==> src/rtl/mips_pkg.sv <==
// Shared MIPS front-end definitions: fetch FSM states, opcode constants and IR field positions.
package mips_pkg;

  typedef enum logic [1:0] {
    FS_IDLE  = 2'd0,
    FS_REQ   = 2'd1,
    FS_VALID = 2'd2
  } fetch_state_t;

  localparam logic [5:0] OP_RTYPE = 6'h00;
  localparam logic [5:0] OP_J     = 6'h02;
  localparam logic [5:0] OP_JAL   = 6'h03;
  localparam logic [5:0] OP_BEQ   = 6'h04;
  localparam logic [5:0] OP_BNE   = 6'h05;
  localparam logic [5:0] OP_ADDI  = 6'h08;
  localparam logic [5:0] OP_LW    = 6'h23;
  localparam logic [5:0] OP_SW    = 6'h2B;

  localparam int unsigned OP_LSB    = 26;
  localparam int unsigned RS_LSB    = 21;
  localparam int unsigned RT_LSB    = 16;
  localparam int unsigned RD_LSB    = 11;
  localparam int unsigned SHAMT_LSB = 6;
  localparam int unsigned FUNCT_LSB = 0;
  localparam int unsigned IMM_LSB   = 0;
  localparam int unsigned JADDR_LSB = 0;

  localparam int unsigned WORD_BYTES = 4;

  function automatic logic [31:0] word_align(input logic [31:0] a);
    return {a[31:2], 2'b00};
  endfunction

endpackage

==> src/rtl/instr_fetch_unit_ir_field_split.sv <==
// Combinational split of a 32-bit MIPS instruction word into its decode fields.
module ir_field_split
  import mips_pkg::*;
(
  input  logic [31:0] i_ir,
  output logic [5:0]  o_op,
  output logic [4:0]  o_rs,
  output logic [4:0]  o_rt,
  output logic [4:0]  o_rd,
  output logic [4:0]  o_shamt,
  output logic [5:0]  o_funct,
  output logic [15:0] o_imm,
  output logic [25:0] o_jaddr
);

  assign o_op    = i_ir[OP_LSB    +: 6];
  assign o_rs    = i_ir[RS_LSB    +: 5];
  assign o_rt    = i_ir[RT_LSB    +: 5];
  assign o_rd    = i_ir[RD_LSB    +: 5];
  assign o_shamt = i_ir[SHAMT_LSB +: 5];
  assign o_funct = i_ir[FUNCT_LSB +: 6];
  assign o_imm   = i_ir[IMM_LSB   +: 16];
  assign o_jaddr = i_ir[JADDR_LSB +: 26];

endmodule

==> src/rtl/instr_fetch_unit.sv <==
// Multicycle fetch stage: owns PC/IR, handshakes with instruction memory, presents decoded fields.
// Optional memory timeout with sticky FetchErr when FETCH_TIMEOUT_EN is defined.
module instr_fetch_unit
  import mips_pkg::*;
#(
  parameter logic [31:0] RESET_PC       = 32'h0000_0000,
  parameter int unsigned TIMEOUT_CYCLES = 16
) (
  input  logic        Clk,
  input  logic        Reset,
  input  logic        FetchReq,
  input  logic        PCLoad,
  input  logic [31:0] PCIn,
  output logic        MemRead,
  output logic [31:0] MemAddr,
  input  logic        MemReady,
  input  logic [31:0] MemData,
  output logic        InstrValid,
  output logic [31:0] PC,
  output logic [31:0] PCPlus4,
  output logic [5:0]  Op,
  output logic [4:0]  Rs,
  output logic [4:0]  Rt,
  output logic [4:0]  Rd,
  output logic [4:0]  Shamt,
  output logic [5:0]  Funct,
  output logic [15:0] Imm,
  output logic [25:0] JAddr,
  output logic        FetchErr
);

  fetch_state_t r_state;
  fetch_state_t w_next_state;

  logic [31:0] r_pc;
  logic [31:0] r_ir;
  logic [31:0] r_pend_pc;
  logic        r_pend_vld;

  logic [31:0] w_pcin_al;
  logic [31:0] w_pc_plus4;
  logic        w_capture;
  logic        w_timeout;

  assign w_pcin_al  = word_align(PCIn);
  assign w_pc_plus4 = r_pc + 32'(WORD_BYTES);
  assign w_capture  = (r_state == FS_REQ) && MemReady;

`ifdef FETCH_TIMEOUT_EN
  localparam int unsigned CNT_W = $clog2(TIMEOUT_CYCLES + 1);

  logic [CNT_W-1:0] r_tmo_cnt;
  logic             r_fetch_err;

  // MemReady on the final counted edge takes priority over the timeout.
  assign w_timeout = (r_state == FS_REQ) && !MemReady &&
                     (r_tmo_cnt == CNT_W'(TIMEOUT_CYCLES - 1));

  always_ff @(posedge Clk or posedge Reset) begin
    if (Reset) begin
      r_tmo_cnt   <= '0;
      r_fetch_err <= 1'b0;
    end else begin
      if (r_state != FS_REQ || w_next_state != FS_REQ) begin
        r_tmo_cnt <= '0;
      end else begin
        r_tmo_cnt <= r_tmo_cnt + CNT_W'(1);
      end
      if (w_timeout) begin
        r_fetch_err <= 1'b1;
      end
    end
  end

  assign FetchErr = r_fetch_err;
`else
  assign w_timeout = 1'b0;
  assign FetchErr  = 1'b0;
`endif

  always_ff @(posedge Clk or posedge Reset) begin
    if (Reset) begin
      r_state <= FS_IDLE;
    end else begin
      r_state <= w_next_state;
    end
  end

  always_comb begin
    w_next_state = r_state;
    unique case (r_state)
      FS_IDLE: begin
        if (FetchReq) w_next_state = FS_REQ;
      end
      FS_REQ: begin
        if (MemReady)       w_next_state = FS_VALID;
        else if (w_timeout) w_next_state = FS_IDLE;
      end
      FS_VALID: begin
        if (FetchReq) w_next_state = FS_REQ;
      end
      default: w_next_state = FS_IDLE;
    endcase
  end

  // A redirect during an in-flight read is parked in the pending register and applied at capture.
  always_ff @(posedge Clk or posedge Reset) begin
    if (Reset) begin
      r_pc       <= RESET_PC;
      r_ir       <= '0;
      r_pend_pc  <= '0;
      r_pend_vld <= 1'b0;
    end else begin
      unique case (r_state)
        FS_REQ: begin
          if (w_capture) begin
            r_ir       <= MemData;
            r_pend_vld <= 1'b0;
            if (PCLoad)          r_pc <= w_pcin_al;
            else if (r_pend_vld) r_pc <= r_pend_pc;
            else                 r_pc <= w_pc_plus4;
          end else if (w_timeout) begin
            r_pend_vld <= 1'b0;
          end else if (PCLoad) begin
            r_pend_pc  <= w_pcin_al;
            r_pend_vld <= 1'b1;
          end
        end
        default: begin
          if (PCLoad) r_pc <= w_pcin_al;
        end
      endcase
    end
  end

  assign MemRead    = (r_state == FS_REQ);
  assign InstrValid = (r_state == FS_VALID);
  assign MemAddr    = r_pc;
  assign PC         = r_pc;
  assign PCPlus4    = w_pc_plus4;

  ir_field_split u_ir_field_split (
    .i_ir    (r_ir),
    .o_op    (Op),
    .o_rs    (Rs),
    .o_rt    (Rt),
    .o_rd    (Rd),
    .o_shamt (Shamt),
    .o_funct (Funct),
    .o_imm   (Imm),
    .o_jaddr (JAddr)
  );

endmodule
==> config.mk <==
export PLATFORM = sky130hd
export DESIGN_NAME = instr_fetch_unit
export DESIGN_NICKNAME = d
export VERILOG_FILES = /design/src/rtl/mips_pkg.sv /design/src/rtl/instr_fetch_unit_ir_field_split.sv /design/src/rtl/instr_fetch_unit.sv
export SDC_FILE = /design/constraint.sdc
export NUM_CORES = 1
export LEC_CHECK = 0
export ABC_CLOCK_PERIOD_IN_PS = 2600
export BUFFER_PORTS_ARGS = -buffer_cell sky130_fd_sc_hd__buf_2
export CORE_ASPECT_RATIO = 1.1
export CORE_MARGIN = 4
export CORE_UTILIZATION = 37
export CTS_BUF_LIST = sky130_fd_sc_hd__clkbuf_16
export CTS_CLUSTER_DIAMETER = 80
export DETAILED_ROUTE_END_ITERATION = 10
export PLACE_DENSITY_LB_ADDON = 0.08
export SYNTH_ARGS = -nofsm -noshare
export SYNTH_HDL_FRONTEND = slang
export SYNTH_SLANG_ARGS = --single-unit
export TNS_END_PERCENT = 10
==> constraint.sdc <==
create_clock -name Clk -period 2.6 [get_ports Clk]
set_clock_uncertainty 0.2 [all_clocks]
set_input_delay 0 -clock Clk [delete_from_list [all_inputs] [get_ports Clk]]
set_output_delay 0 -clock Clk [all_outputs]
set_load 0.02 [all_outputs]
Word level (Yosys, flattened, before mapping)

Index checks and enable logic that the tools add are counted.

Bits of input ports: 69
Logic and storage cells: 32
Output and inout bits: 173
Register bits after elaboration: 97

Mux-type cells: 10
$add $sub $neg: 1
Equal/unequal tests: 5
Reduce and logical (&&, ||, !) cells: 10
Bitwise gates (word level): 1

Operators by type and width:

| operator                                                              | number |
|---|---|
| 32-bit 2-to-1 mux                                                     | 5 |
| 32-bit by 3-bit adder with 32-bit output, second input constant       | 1 |
| 2-bit AND reduction                                                   | 4 |
| 2-bit by 1-bit != test with 1-bit output, second input constant       | 3 |
| 2-bit 2-to-1 mux                                                      | 2 |
| 2-bit one-hot mux with 2 select lines                                 | 1 |
| 2-bit nonzero test                                                    | 2 |
| 3-bit AND reduction                                                   | 1 |
| 2-bit by 1-bit equality test with 1-bit output, second input constant | 1 |
| 2-bit equality test, second input constant                            | 1 |
| 2-bit logical NOT                                                     | 1 |
| 1-bit 2-to-1 mux                                                      | 2 |
| 2-bit OR reduction                                                    | 1 |
| 1-bit logical AND                                                     | 1 |
| 1-bit NOT                                                             | 1 |

Depth between registers and ports, before layout

Gate-level depths: netlist (run 1).

Word-level depth: 5
Gate-level depth with buffers: 8
Depth with buffers taken out: 6

Modules after synthesis

A second synthesis (run 1) with hierarchy kept.

Cells, all modules: 537
Area, all modules: 5661.7 um^2

By module, submodules not included:

| module           | area an instance (um^2) | cells an instance | sequential area each (um^2) | times used |
|---|---|---|---|---|
| instr_fetch_unit | 5106.1                  | 463               | 2377.3                      | 1 |
| ir_field_split   | 555.5                   | 74                | 0.0                         | 1 |

Least setup slack after synthesis (run 1)

OpenSTA, ideal clock, no wires.

Kind: reg-to-reg
Start: register r_pc[2], in the netlist MemAddr[2]
End: register r_pc[12], in the netlist MemAddr[12]
Slack: 0.251 ns
Period minus slack after synthesis: 2.349 ns
Arrival: 2.083 ns
Data required time: 2.334 ns
Setup time: 0.066 ns
Stages on the path, launching flop included: 7
Path buffers: 0
Cells stage by stage: dfrtp_1 ha_1 nand3_1 nor2_1 and3_2 xor2_1 o221a_2

Longest elaborated chain between the ends: 5

Ends and longest elaborated chain:

| item                                     | RTL line                | RTL |
|---|---|---|
| start, declared                          | instr_fetch_unit.sv:35  | `logic [31:0] r_pc;` |
| start signal, assigned                   | instr_fetch_unit.sv:119 | `if (PCLoad) r_pc <= w_pcin_al;` |
| start signal, assigned                   | instr_fetch_unit.sv:120 | `else if (r_pend_vld) r_pc <= r_pend_pc;` |
| start signal, assigned                   | instr_fetch_unit.sv:121 | `else r_pc <= w_pc_plus4;` |
| 32-bit by 3-bit adder with 32-bit output | instr_fetch_unit.sv:46  | `assign w_pc_plus4 = r_pc + 32'(WORD_BYTES);` |
| named net PCPlus4[12]                    | instr_fetch_unit.sv:20  | `output logic [31:0] PCPlus4,` |
| 32-bit 2-to-1 mux                        | instr_fetch_unit.sv:120 |  |
| 32-bit 2-to-1 mux                        | instr_fetch_unit.sv:119 |  |
| 32-bit 2-to-1 mux                        | instr_fetch_unit.sv:116 | `if (w_capture) begin` |
| 32-bit 2-to-1 mux                        | instr_fetch_unit.sv:114 | `unique case (r_state)` |

The timed path passes the listed nets, and every way through them passes these cells. The select of a mux whose other input is x is not followed.
A chain may end at the register's enable or synchronous reset.

Worst setup path in the final report (run 1)

Start: register r_pc[3], in the netlist MemAddr[3]
End: output PCPlus4[24]

Longest elaborated chain between the ends: 1

Ends and longest elaborated chain:

| item                                     | RTL line |
|---|---|
| 32-bit by 3-bit adder with 32-bit output | instr_fetch_unit.sv:46 |
| end, declared                            | instr_fetch_unit.sv:20 |

No other way between the ends.

==> metrics.md, run 1 <==
| Metric | Value |
|---|---|
| DR vias/cell | `approximately 4.9` |
| Flop2flop setup slack | `0.41 ns` |
| Fin crit share | `approximately 95%` |
| Grt ovf | `0` |
| Sw frac | `44.7%` |
| Vias | `4585` |
| Main synth FF type | `dfrtp_1` |
| Pint | `4500 uW` |
| Flops & latches, synth | `95` |
| Worst-path fanout max | `5` |
| Syn avg cell area | `10.7 um^2` |
| Largest net degree at the start of global routing | `between 60 and 70` |
| Synth Instances | `505` |
| Dpl hpwl | `~11000 um` |
| Fmax | `0.406 GHz` |
| Clock power share | `17.1%` |
| Antenna violations before repair | `1` |
| Worst path required time | `roughly 2.4 ns` |
| Core Box Area | `14400 um^2` |
| Max_slew headroom | `48.5%` |
| Num rows | `46` |
| FF-to-FF Start | `MemAddr[3]$_DFFE_PP0P_` |
| Synth warnings | `0` |
| Worst-Margin Slew | `around 0.77 ns` |
| RSZ-0062 raised after global routing | `true` |
| Detailed Routing Iterations Pass 1 | `4` |
| R2r endpoint | `MemAddr[30]$_DFFE_PP0P_` |
| Cell Chain, Critical Path | `ha_1 > nand3_1 > nor3_1 > nand2_1 > xnor2_1 > buf_2` |
| Initial core utilization | `37.7%` |
| WP buf/inv | `1` |
| Fill cells | `1415` |
| Vias in the first global route | `4736` |
| Routed wire per std cell | `about 17 um` |
| Crit-path slowest cell | `dfrtp_1` |
| Total Routing Usage GR | `approximately a fifth` |
| Final Hold Vio Count | `0` |
| # IOs | `242` |
| Worst R2R Path Depth | `7` |
| Mapped Area | `5420 um^2` |
| WS Path Type | `reg2out` |
| Critical path arrival | `roughly 2.3 ns` |
| CTS buffer count | `9` |
| Chip Width | `123 um` |
| Number of remaining DRC errors | `0` |
| Die Y | `135 um` |
| Final Cell Area | `7280 um^2` |
| Reg clk slew, reported paths | `about 0.07 ns` |
| Multi-input gate area | `2310 um^2` |
| LEAKAGE | `0.00355 uW` |
| Status | `complete, no violations` |
| Slowest stage delay, CP | `0.41 ns` |
| Post-Place Worst Slack | `0.377 ns` |
| Post-synth ARST share | `100%` |
| Sequential Power Share | `33.0%` |
| PwrDens | `1120 nW/um^2` |
| Final Max Slew Viols | `0` |
| Share of layout cells above drive strength 1 | `46.7%` |
| Fin crit period | `2.47 ns` |
| Cell Area, Placed | `6300 um^2` |
| Area growth, synth to finish | `34.3%` |
| Clock root buffer | `clkbuf_16` |
| MaxCap Viol Count | `0` |
| EDFF count, synth | `0` |
| Post-route ant nets | `0` |
| Worst setup EP type | `output pin` |
| H-tree levels | `3` |
| Final worst setup slack | `0.134 ns` |
| Peak supply drop | `0.000482 V` |
| Drt total wl | `15900 um` |
| Crit path max-delay family | `simple AND/OR/NAND/NOR gates` |
| First-pass GRT wire length | `25100 um` |
| CTS Sinks | `95` |
| Combinational power share | `between 40% and 50%` |
| GPL Wtd Cong | `0.812` |
| Full die area | `~17000 um^2` |
| Psw | `3640 uW` |
| DR iter-0 viols | `186` |
| Port bufs | `approximately 230` |
| Cell variety after synth | `64` |
| FF/Latch Area | `approximately 2400 um^2` |
| CTS tree | `built` |
| CP startpoint kind | `register` |
| Seq/Total Area, Yosys | `43.8%` |
| CTS max path bufs | `2` |
| Worst min-delay path class | `in2async` |
| Clock Latency Late Sink | `0.34 ns` |
| Final setup viols | `0` |
| Post-layout nets | `807` |
sequential cells by signal (all words and copies together) (netlist names):
name,count
r_ir,32
r_state,2
r_pend_pc,30
r_pend_vld,1
MemAddr,30
worst max path at each step:
stage                           start                       to  slack, ns  depth (start not counted)
6_report       MemAddr[3]$_DFFE_PP0P_              PCPlus4[24]       0.13                          6
5_1_grt        MemAddr[3]$_DFFE_PP0P_              PCPlus4[26]      -0.05                          7
4_1_cts        MemAddr[6]$_DFFE_PP0P_              PCPlus4[29]       0.11                          7
3_5_place_dp   MemAddr[6]$_DFFE_PP0P_  MemAddr[23]$_DFFE_PP0P_       0.38                          6
3_3_place_gp   MemAddr[6]$_DFFE_PP0P_  MemAddr[23]$_DFFE_PP0P_       0.40                          6
2_1_floorplan  MemAddr[2]$_DFFE_PP0P_  MemAddr[12]$_DFFE_PP0P_       0.25                          6
kinds of logic (layout without fill, tap and decap cells):
kind of cell,after synthesis,in the layout,share of synthesized area (%)
buffers and inverters,115,345,14.1
other,1,8,0.0692
multiplexers,69,69,14.2
AO/OA/AOI/OAI,82,82,11.1
AND/OR/NAND/NOR,114,114,11.9
flip-flops,95,95,43.8
adder cells (fa/ha/maj),1,1,0.231
XOR/XNOR,28,28,4.52
metal layers:
metal / global-route usage, % / part of all wire, % / vias up
met5: 0 / 0 / -
met4: 5.91 / 1.6 / 0
met3: 3.23 / 6.0 / 20
met2: 33.0 / 51 / 148
met1: 24.9 / 42 / 2238
li1: - / - / 2179
layout make-up:
type,count,area share (%)
Timing Repair Buffer,318,27.3
Clock buffer,9,3.09
Sequential cell,95,32.7
Inverter,12,0.859
Antenna cell,1,0.0344
Tap cell,192,3.30
Clock inverter,6,1.08
Multi-Input combinational cell,301,31.7
what timing repair did:
item,4_1_cts,5_1_grt
setup buffers,0,1
gates resized for setup,0,1
hold buffers,66,0
hold endpoints to repair,128,0
endpoints found under the setup margin,0,13
through the flow:
step	utilization, %	power, uW	TNS (ns)	std cells	hold slack (ns)
after floorplan	-	5840	0	511	-0.0609
after global placement	43.8	6680	0	851	-0.0219
after detailed placement	43.8	6730	0	851	-0.0132
after CTS	50.5	8240	0	932	0.169
after global routing	50.6	8640	-0.171	934	0.214
final	50.6	8140	0	934	0.146
Yosys cell counts, types with 3 or more instances:
master	instances	area share, %
o2bb2ai_1	3	0.48
and2_1	4	0.46
inv_1	11	0.76
a32oi_1	8	1.3
and3_1	10	1.2
o211ai_1	3	0.42
xor2_1	11	1.8
nand3_1	11	1.0
nor2_1	19	1.3
clkbuf_1	13	0.90
a21o_1	5	0.69
nand2_1	35	2.4
a41oi_1	4	0.65
a21oi_1	10	0.92
xnor2_1	17	2.7
mux2i_1	7	1.3
o21ai_0	15	1.4
a22o_1	3	0.48
buf_2	6	0.55
a22oi_1	3	0.42
nand4_1	7	0.81
o22ai_1	6	0.69
mux2_2	62	13
dfrtp_1	95	44
o31a_1	3	0.48
nor3_1	3	0.28
buf_4	81	11
worst register-to-register path: cells and delay by family (launching register included):
family / cells / cell delay (ns)
simple gates: 3 / 0.62
fa+ha+maj: 1 / 0.28
compound gates: 2 / 0.42
flops: 1 / 0.41
buf+inv: 1 / 0.18
placed cells by master (no fill, tap or decap), types with 3 or more instances in the layout:
cell type,instances
and2_1,4
o22ai_1,6
clkbuf_16,9
a22o_1,3
o2bb2ai_1,3
o211ai_1,3
and3_1,10
xnor2_1,17
nand4_1,7
o31a_1,3
a32oi_1,8
conb_1,7
nor3_1,3
a21o_1,5
buf_2,232
mux2i_1,7
nand3_1,11
a41oi_1,4
dlygate4sd3_1,66
buf_4,19
nand2_1,35
nor2_1,18
dfrtp_1,95
a22oi_1,3
o21ai_0,15
a21oi_1,10
mux2_2,62
xor2_1,10
inv_1,12
power groups by stage:
stage / registers (uW) / logic [uW] / clock network [uW]
floorplan: 3090 / 2750 / 0
finish: 2690 / 4060 / 1390
detailed placement: 2710 / 4020 / 0
CTS: 2690 / 4110 / 1450
global route: 2800 / 4350 / 1490
global placement: 2670 / 4010 / 0
No activity file was read; power rests on OpenSTA's default activity.
==> inputs of run 2 (changes only) <==
--- a/config.mk
+++ b/config.mk
@@ -5,14 +5,14 @@
 export SDC_FILE = /design/constraint.sdc
 export NUM_CORES = 1
 export LEC_CHECK = 0
-export ABC_CLOCK_PERIOD_IN_PS = 2600
-export BUFFER_PORTS_ARGS = -buffer_cell sky130_fd_sc_hd__buf_2
+export ABC_CLOCK_PERIOD_IN_PS = 2750
 export CORE_ASPECT_RATIO = 1.1
 export CORE_MARGIN = 4
 export CORE_UTILIZATION = 37
 export CTS_BUF_LIST = sky130_fd_sc_hd__clkbuf_16
 export CTS_CLUSTER_DIAMETER = 80
 export DETAILED_ROUTE_END_ITERATION = 10
+export DONT_BUFFER_PORTS = 1
 export PLACE_DENSITY_LB_ADDON = 0.08
 export SYNTH_ARGS = -nofsm -noshare
 export SYNTH_HDL_FRONTEND = slang
==> constraint.sdc (replaced) <==
create_clock -name Clk -period 2.75 [get_ports Clk]
set_clock_uncertainty 0.2 [all_clocks]
set_input_delay 0 -clock Clk [delete_from_list [all_inputs] [get_ports Clk]]
set_output_delay 0 -clock Clk [all_outputs]
set_load 0.02 [all_outputs]
==> run 2 against run 1 <==
The run now ends with negative hold slack left. Sequential power grew 18%. Via count shrank 13%. Die area is the same. Count of clock-buffer cells in the layout is the same. Worst hold slack lost 0.15 ns. Setup slack gained 0.064 ns. Power shrank 11%. Combinational power shrank 33%. Final area shrank 10%. Register-to-register slack lost 0.04 ns.
==> metrics.md, run 2 (same netlist as run 1, synthesis figures left out) <==
| Metric | Value |
|---|---|
| Status | `complete, but fails checks` |
| Failing checks | `negative hold slack` |
| Share of layout cells above drive strength 1 | `28.5% (-18 points)` |
| Post-layout nets | `629 (-22%)` |
| Fin Setup TNS | `0 ns (unchanged)` |
| Fin crit period | `2.55 ns` |
| Clock root buffer | `clkbuf_16` |
| CTS max path bufs | `2 (unchanged)` |
| Final Max Slew Viols | `0 (unchanged)` |
| Final core occ | `45.5% (-5.1 points)` |
| Largest net degree at the start of global routing | `41 (-35%)` |
| Combinational power share | `37.6% (-12 points)` |
| Full die area | `16700 um^2 (unchanged)` |
| Worst min-delay path class | `in2async` |
| CTS buffer count | `9 (unchanged)` |
| Dpl hpwl | `10700 um (-6.1%)` |
| Detailed Routing Iterations Pass 1 | `4 (unchanged)` |
| Biggest register | `r_ir` |
| Pint | `3930 uW (-13%)` |
| Fill cells | `1392 (-1.6%)` |
| CP startpoint kind | `register` |
| Initial core utilization | `37.7% (unchanged)` |
| PwrDens | `1110 nW/um^2 (-0.96%)` |
| FF-to-FF Start | `r_state[1]$_DFFE_PP0P_` |
| Number of remaining DRC errors | `0 (unchanged)` |
| Max reg flops | `32 (unchanged)` |
| WS Path Type | `reg2out` |
| Multi-input gate area | `2300 um^2 (-0.33%)` |
| # IOs | `242 (unchanged)` |
| Sw frac | `45.8% (+1.1 points)` |
| Core Box Area | `14400 um^2 (unchanged)` |
| Grt ovf | `0 (unchanged)` |
| CP startpoint | `MemAddr[3]$_DFFE_PP0P_` |
| FF/Latch Area | `2380 um^2 (unchanged)` |
| Final Hold Vio Count | `9 (+9)` |
| # diodes | `0 (-1)` |
| Chip Width | `123 um (unchanged)` |
| Psw | `3320 uW (-8.8%)` |
| Reg clk slew, reported paths | `0.07 ns (about the same)` |
| First-pass GRT wire length | `23100 um (-8.0%)` |
| Max_slew headroom | `23.5% (-25 points)` |
| Vias in the first global route | `4100 (-13%)` |
| Post-CTS sizing | `0 (unchanged)` |
| Area growth, synth to finish | `20.7%` |
| Worst-Margin Slew | `1.14 ns (+0.368 ns)` |
| Setup bufs post-CTS | `0 (unchanged)` |
| DR vias/cell | `5.27 (+7.3%)` |
| Die Y | `135 um (unchanged)` |
| Worst-path fanout max | `4 (-1)` |
| Num rows | `46 (unchanged)` |
| MaxCap Viol Count | `0 (unchanged)` |
| Drt total wl | `15200 um (-4.7%)` |
| Sequential Power Share | `43.7% (+11 points)` |
| H-tree levels | `3 (unchanged)` |
| Fmax | `0.392 GHz` |
| CTS tree | `built` |
| Clock Latency Late Sink | `0.35 ns (about the same)` |
| LEAKAGE | `0.00286 uW (-19%)` |
| Commonest non-fill, non-tap cell in the layout | `dfrtp_1` |
| Vias | `3981 (-13%)` |
| DR iter-0 viols | `170 (-8.6%)` |
| Antenna violations before repair | `0 (-1)` |
| CTS Sinks | `95 (unchanged)` |
| RSZ-0062 raised after global routing | `false` |
| Peak supply drop | `0.000539 V (+12%)` |
| # hold bufs at CTS | `75 (+14%)` |
| Worst path required time | `2.55 ns (+0.15 ns)` |
| Clock power share | `18.6% (+1.5 points)` |
| Post-route ant nets | `0 (unchanged)` |
| Fin crit share | `92.8%` |
| Hold_ws | `-0.00808 ns (-0.154 ns)` |
| Final setup viols | `0 (unchanged)` |
| Port bufs | `0 (-100%)` |
| Total Routing Usage GR | `18.2% (-1.1 points)` |
| Worst setup EP type | `output pin` |
| GPL Wtd Cong | `0.792 (-2.5%)` |
| Routed wire per std cell | `20.1 um (+18%)` |
| Critical path arrival | `2.35 ns (+0.08 ns)` |
| Commonest non-fill, non-tap cells in the layout | `dfrtp_1, dlygate4sd3_1, buf_4` |
-- run 2: path summary, 6_finish.rpt --
path / endpoint / depth (start not counted) / slack, ns
max: PCPlus4[26] / 7 / 0.20
min: MemAddr[29]$_DFFE_PP0P_ / 2 / -0.008
max reg2reg: MemAddr[15]$_DFFE_PP0P_ / 5 / 0.37
min reg2reg: r_pend_pc[11]$_DFFE_PP0P_ / 1 / 0.30
max in group asynchronous: r_ir[25]$_DFFE_PP0P_ / 3 / 1.62
min in group Clk: MemAddr[22]$_DFFE_PP0P_ / 4 / 0.05
-- run 2: critical path, stage by stage (launching register included) --
cell and delay [ns]:
dfrtp_1 0.39, ha_1 0.30, nand3_1 0.24, nor2_1 0.26
buf_4 0.20, nand3_1 0.08, xnor2_1 0.31, buf_4 0.21
-- run 2: through the flow --
stage	setup WS [ns]	cell area, um^2	hold WS, ns	instances	power, uW
floorplan	0.0730	5440	-0.0609	511	5520
global placement	0.403	5470	-0.232	665	5740
detailed placement	0.362	5470	-0.235	665	5790
CTS	0.201	6540	0.0152	756	7320
global route	0.0887	6540	0.0413	756	7650
finish	0.198	6540	-0.00808	756	7240
-- run 2: cell type report --
class / instances / area share, %
sequential: 95 / 36.3
multi-input combinational: 301 / 35.2
timing repair buffer: 140 / 19.1
tap: 192 / 3.67
clock buffer: 9 / 3.44
clock inverter: 7 / 1.36
inverter: 12 / 0.937
-- run 2: layer usage --
layer,up-vias,part of all wire (%),track usage (%)
li1,1813,-,-
met1,1997,42,23.1
met2,151,50,30.6
met3,20,6.4,4.19
met4,0,1.5,5.91
met5,-,0,0
-- run 2: power groups by stage --
stage | Sequential, uW | Clock, uW | Combinational, uW
after detailed placement | 3210 | 0 | 2580
after global routing | 3270 | 1450 | 2940
after CTS | 3180 | 1390 | 2750
after global placement | 3190 | 0 | 2550
after floorplan | 2920 | 0 | 2600
final | 3170 | 1350 | 2720
==> inputs of run 3 (changes only) <==
--- a/config.mk
+++ b/config.mk
@@ -6,13 +6,13 @@
 export NUM_CORES = 1
 export LEC_CHECK = 0
 export ABC_CLOCK_PERIOD_IN_PS = 2750
+export BUFFER_PORTS_ARGS = -buffer_cell sky130_fd_sc_hd__buf_2
 export CORE_ASPECT_RATIO = 1.1
 export CORE_MARGIN = 4
 export CORE_UTILIZATION = 37
 export CTS_BUF_LIST = sky130_fd_sc_hd__clkbuf_16
 export CTS_CLUSTER_DIAMETER = 80
 export DETAILED_ROUTE_END_ITERATION = 10
-export DONT_BUFFER_PORTS = 1
 export PLACE_DENSITY_LB_ADDON = 0.08
 export SYNTH_ARGS = -nofsm -noshare
 export SYNTH_HDL_FRONTEND = slang
==> run 3 against run 2 <==
The run now ends clean. Worst hold slack better by 0.11 ns. First-iteration DRC count is 26% higher. Count of clock-buffer cells in the layout stayed put. Sequential share of layout area is 3.5 points lower. Sequential power is 19% lower. Critical path type unchanged. Core utilization is 4.9 points higher. Die area stayed put. Non-clock buffer count is 175 higher. Fmax is 1.3% lower. Routed wire length is 6.0% higher. Cell count is 23% higher. Global-route usage is 1.2 points higher.
==> metrics.md, run 3 (same netlist as run 1, synthesis figures left out) <==
| Metric | Value |
|---|---|
| Initial core utilization | `37.7% (unchanged)` |
| Final core occ | `50.3% (+4.9 points)` |
| CP startpoint kind | `register` |
| Detailed Routing Iterations Pass 1 | `4 (unchanged)` |
| Post-layout nets | `804 (+28%)` |
| Crit-path slowest cell | `dfrtp_1` |
| Worst path required time | `2.55 ns (about the same)` |
| CTS Sinks | `95 (unchanged)` |
| Share of layout cells above drive strength 1 | `46.7% (+18 points)` |
| Largest net degree at the start of global routing | `51 (+24%)` |
| PwrDens | `1060 nW/um^2 (-4.2%)` |
| Final Max Slew Viols | `0 (unchanged)` |
| Area growth, synth to finish | `33.6%` |
| Antenna violations before repair | `0 (unchanged)` |
| Cell Chain, Critical Path | `nand4_1 > nor3_2 > buf_4 > nand4_1 > xor2_1 > inv_1 > buf_2` |
| Final setup viols | `0 (unchanged)` |
| Worst min-delay path class | `in2async` |
| Max reg flops | `32 (unchanged)` |
| CTS tree | `built` |
| Post-route ant nets | `0 (unchanged)` |
| Setup bufs post-CTS | `0 (unchanged)` |
| Die Y | `135 um (unchanged)` |
| First-pass GRT wire length | `25000 um (+8.1%)` |
| Vias | `4578 (+15%)` |
| WS Path Type | `reg2out` |
| Dpl hpwl | `11500 um (+7.5%)` |
| GPL Wtd Cong | `0.795 (+0.39%)` |
| RSZ-0062 raised after global routing | `true` |
| # IOs | `242 (unchanged)` |
| Max_slew headroom | `55.9% (+32 points)` |
| Port bufs | `232 (+232)` |
| Grt ovf | `0 (unchanged)` |
| CTS buffer count | `9 (unchanged)` |
| Worst-Margin Slew | `0.661 ns (-0.477 ns)` |
| Final Hold Vio Count | `0 (-9)` |
| Worst setup EP type | `output pin` |
| DR vias/cell | `4.92 (-6.6%)` |
| Drt total wl | `16100 um (+6.0%)` |
| Cell Area, Placed | `6270 um^2 (+15%)` |
| Slowest stage delay, CP | `0.49 ns (+0.10 ns)` |
| Full die area | `16700 um^2 (unchanged)` |
| Hold_ws | `0.0985 ns (+0.107 ns)` |
| CTS max path bufs | `2 (unchanged)` |
| Core Box Area | `14400 um^2 (unchanged)` |
| LEAKAGE | `0.00354 uW (+24%)` |
| DR iter-0 viols | `215 (+26%)` |
| Reg clk slew, reported paths | `0.07 ns (about the same)` |
| # diodes | `0 (unchanged)` |
| Clock Latency Late Sink | `0.35 ns (about the same)` |
| Worst-path fanout max | `12 (+8)` |
| Num rows | `46 (unchanged)` |
| Flop2flop setup slack | `0.40 ns (+0.03 ns)` |
| Worst R2R Path Depth | `7 (+2)` |
| Fin crit share | `94.0% (+1.2 points)` |
| Status | `complete, no violations` |
| Fin crit period | `2.59 ns (+0.0339 ns)` |
| Post-Place Worst Slack | `0.413 ns (+0.0508 ns)` |
| Commonest non-fill, non-tap cell in the layout | `buf_2` |
| R2r endpoint | `MemAddr[30]$_DFFE_PP0P_` |
| MaxCap Viol Count | `0 (unchanged)` |
| Number of remaining DRC errors | `0 (unchanged)` |
| Fmax | `0.387 GHz (-1.3%)` |
| FF-to-FF Start | `MemAddr[2]$_DFFE_PP0P_` |
| Chip Width | `123 um (unchanged)` |
| Vias in the first global route | `4699 (+15%)` |
| Routed wire per std cell | `17.3 um (-14%)` |
| Commonest non-fill, non-tap cells in the layout | `buf_2, dfrtp_1, dlygate4sd3_1` |
| Crit-path most repeated cell | `nand4_1` |
| Total Routing Usage GR | `19.4% (+1.2 points)` |
| Final Cell Area | `7240 um^2 (+11%)` |
| Critical path arrival | `2.39 ns (+0.04 ns)` |
| Peak supply drop | `0.000502 V (-6.8%)` |
| H-tree levels | `3 (unchanged)` |
| Clock root buffer | `clkbuf_16` |
| Final worst setup slack | `0.164 ns (-0.0339 ns)` |
| Biggest register | `r_ir` |
[run 3: cell types whose count changed in the layout (fill, tap and decap cells not counted), sizes merged]
| cell | before | now |
|---|---|---|
| clkinv | 1 | 2 |
| dlygate4sd3 | 74 | 66 |
| clkinvlp | 1 | 0 |
| buf | 66 | 249 |
[run 3: cell type report]
| type | instances | area, um^2 |
|---|---|---|
| Tap cell | 192 | 240 |
| Timing Repair Buffer | 315 | 1950 |
| Multi-Input combinational cell | 301 | 2310 |
| Sequential cell | 95 | 2380 |
| Clock buffer | 9 | 225 |
| Inverter | 12 | 61.3 |
| Clock inverter | 7 | 81.3 |
| Fill cell | 1351 | 7140 |
[run 3: worst max path at each step]
| stage | cells past startpoint | end | slack, ns | start |
|---|---|---|---|---|
| after floorplan | 1 | MemAddr[10]$_DFFE_PP0P_ | 0.07 | Reset |
| after global placement | 7 | MemAddr[30]$_DFFE_PP0P_ | 0.47 | MemAddr[2]$_DFFE_PP0P_ |
| after detailed placement | 7 | MemAddr[30]$_DFFE_PP0P_ | 0.41 | MemAddr[2]$_DFFE_PP0P_ |
| after CTS | 7 | PCPlus4[16] | 0.13 | MemAddr[2]$_DFFE_PP0P_ |
| after global routing | 7 | PCPlus4[29] | -0.005 | MemAddr[5]$_DFFE_PP0P_ |
| final | 7 | PCPlus4[29] | 0.16 | MemAddr[5]$_DFFE_PP0P_ |
[run 3: critical path, delay by kind of cell (launching register included)]
kind,cells,cell delay [ns]
xor gates and xnor gates,1,0.28
DFF,1,0.49
buffers and inverters,3,0.49
and+or+nand+nor,3,0.77
[run 3: metrics by stage]
stage	setup TNS [ns]	total power (uW)	instances
after floorplan	0	5520	511
after global placement	0	6280	849
after detailed placement	0	6350	849
after CTS	0	7780	931
after global routing	-0.00617	8150	931
final	0	7680	931
[run 3: metal layers]
metal / track usage [%] / up-vias / wire length (um) / share of wire, %
li1: - / 2164 / - / -
met1: 24.6 / 2243 / 6850 / 43
met2: 33.0 / 148 / 8110 / 50
met3: 3.31 / 23 / 800 / 5.0
met4: 7.51 / 0 / 312 / 1.9
met5: 0 / - / 0 / 0
[run 3: timing repair]
action	4_1_cts	5_1_grt
hold buffers	66	0
gates resized for setup	0	2
hold endpoints to repair	141	0
setup endpoints to repair	0	5
[run 3: power breakdown]
group	internal, uW	switching, uW	total, uW
Sequential	1990	580	2570
Clock	784	537	1320
Combinational	1470	2330	3790
Total	4240	3440	7680
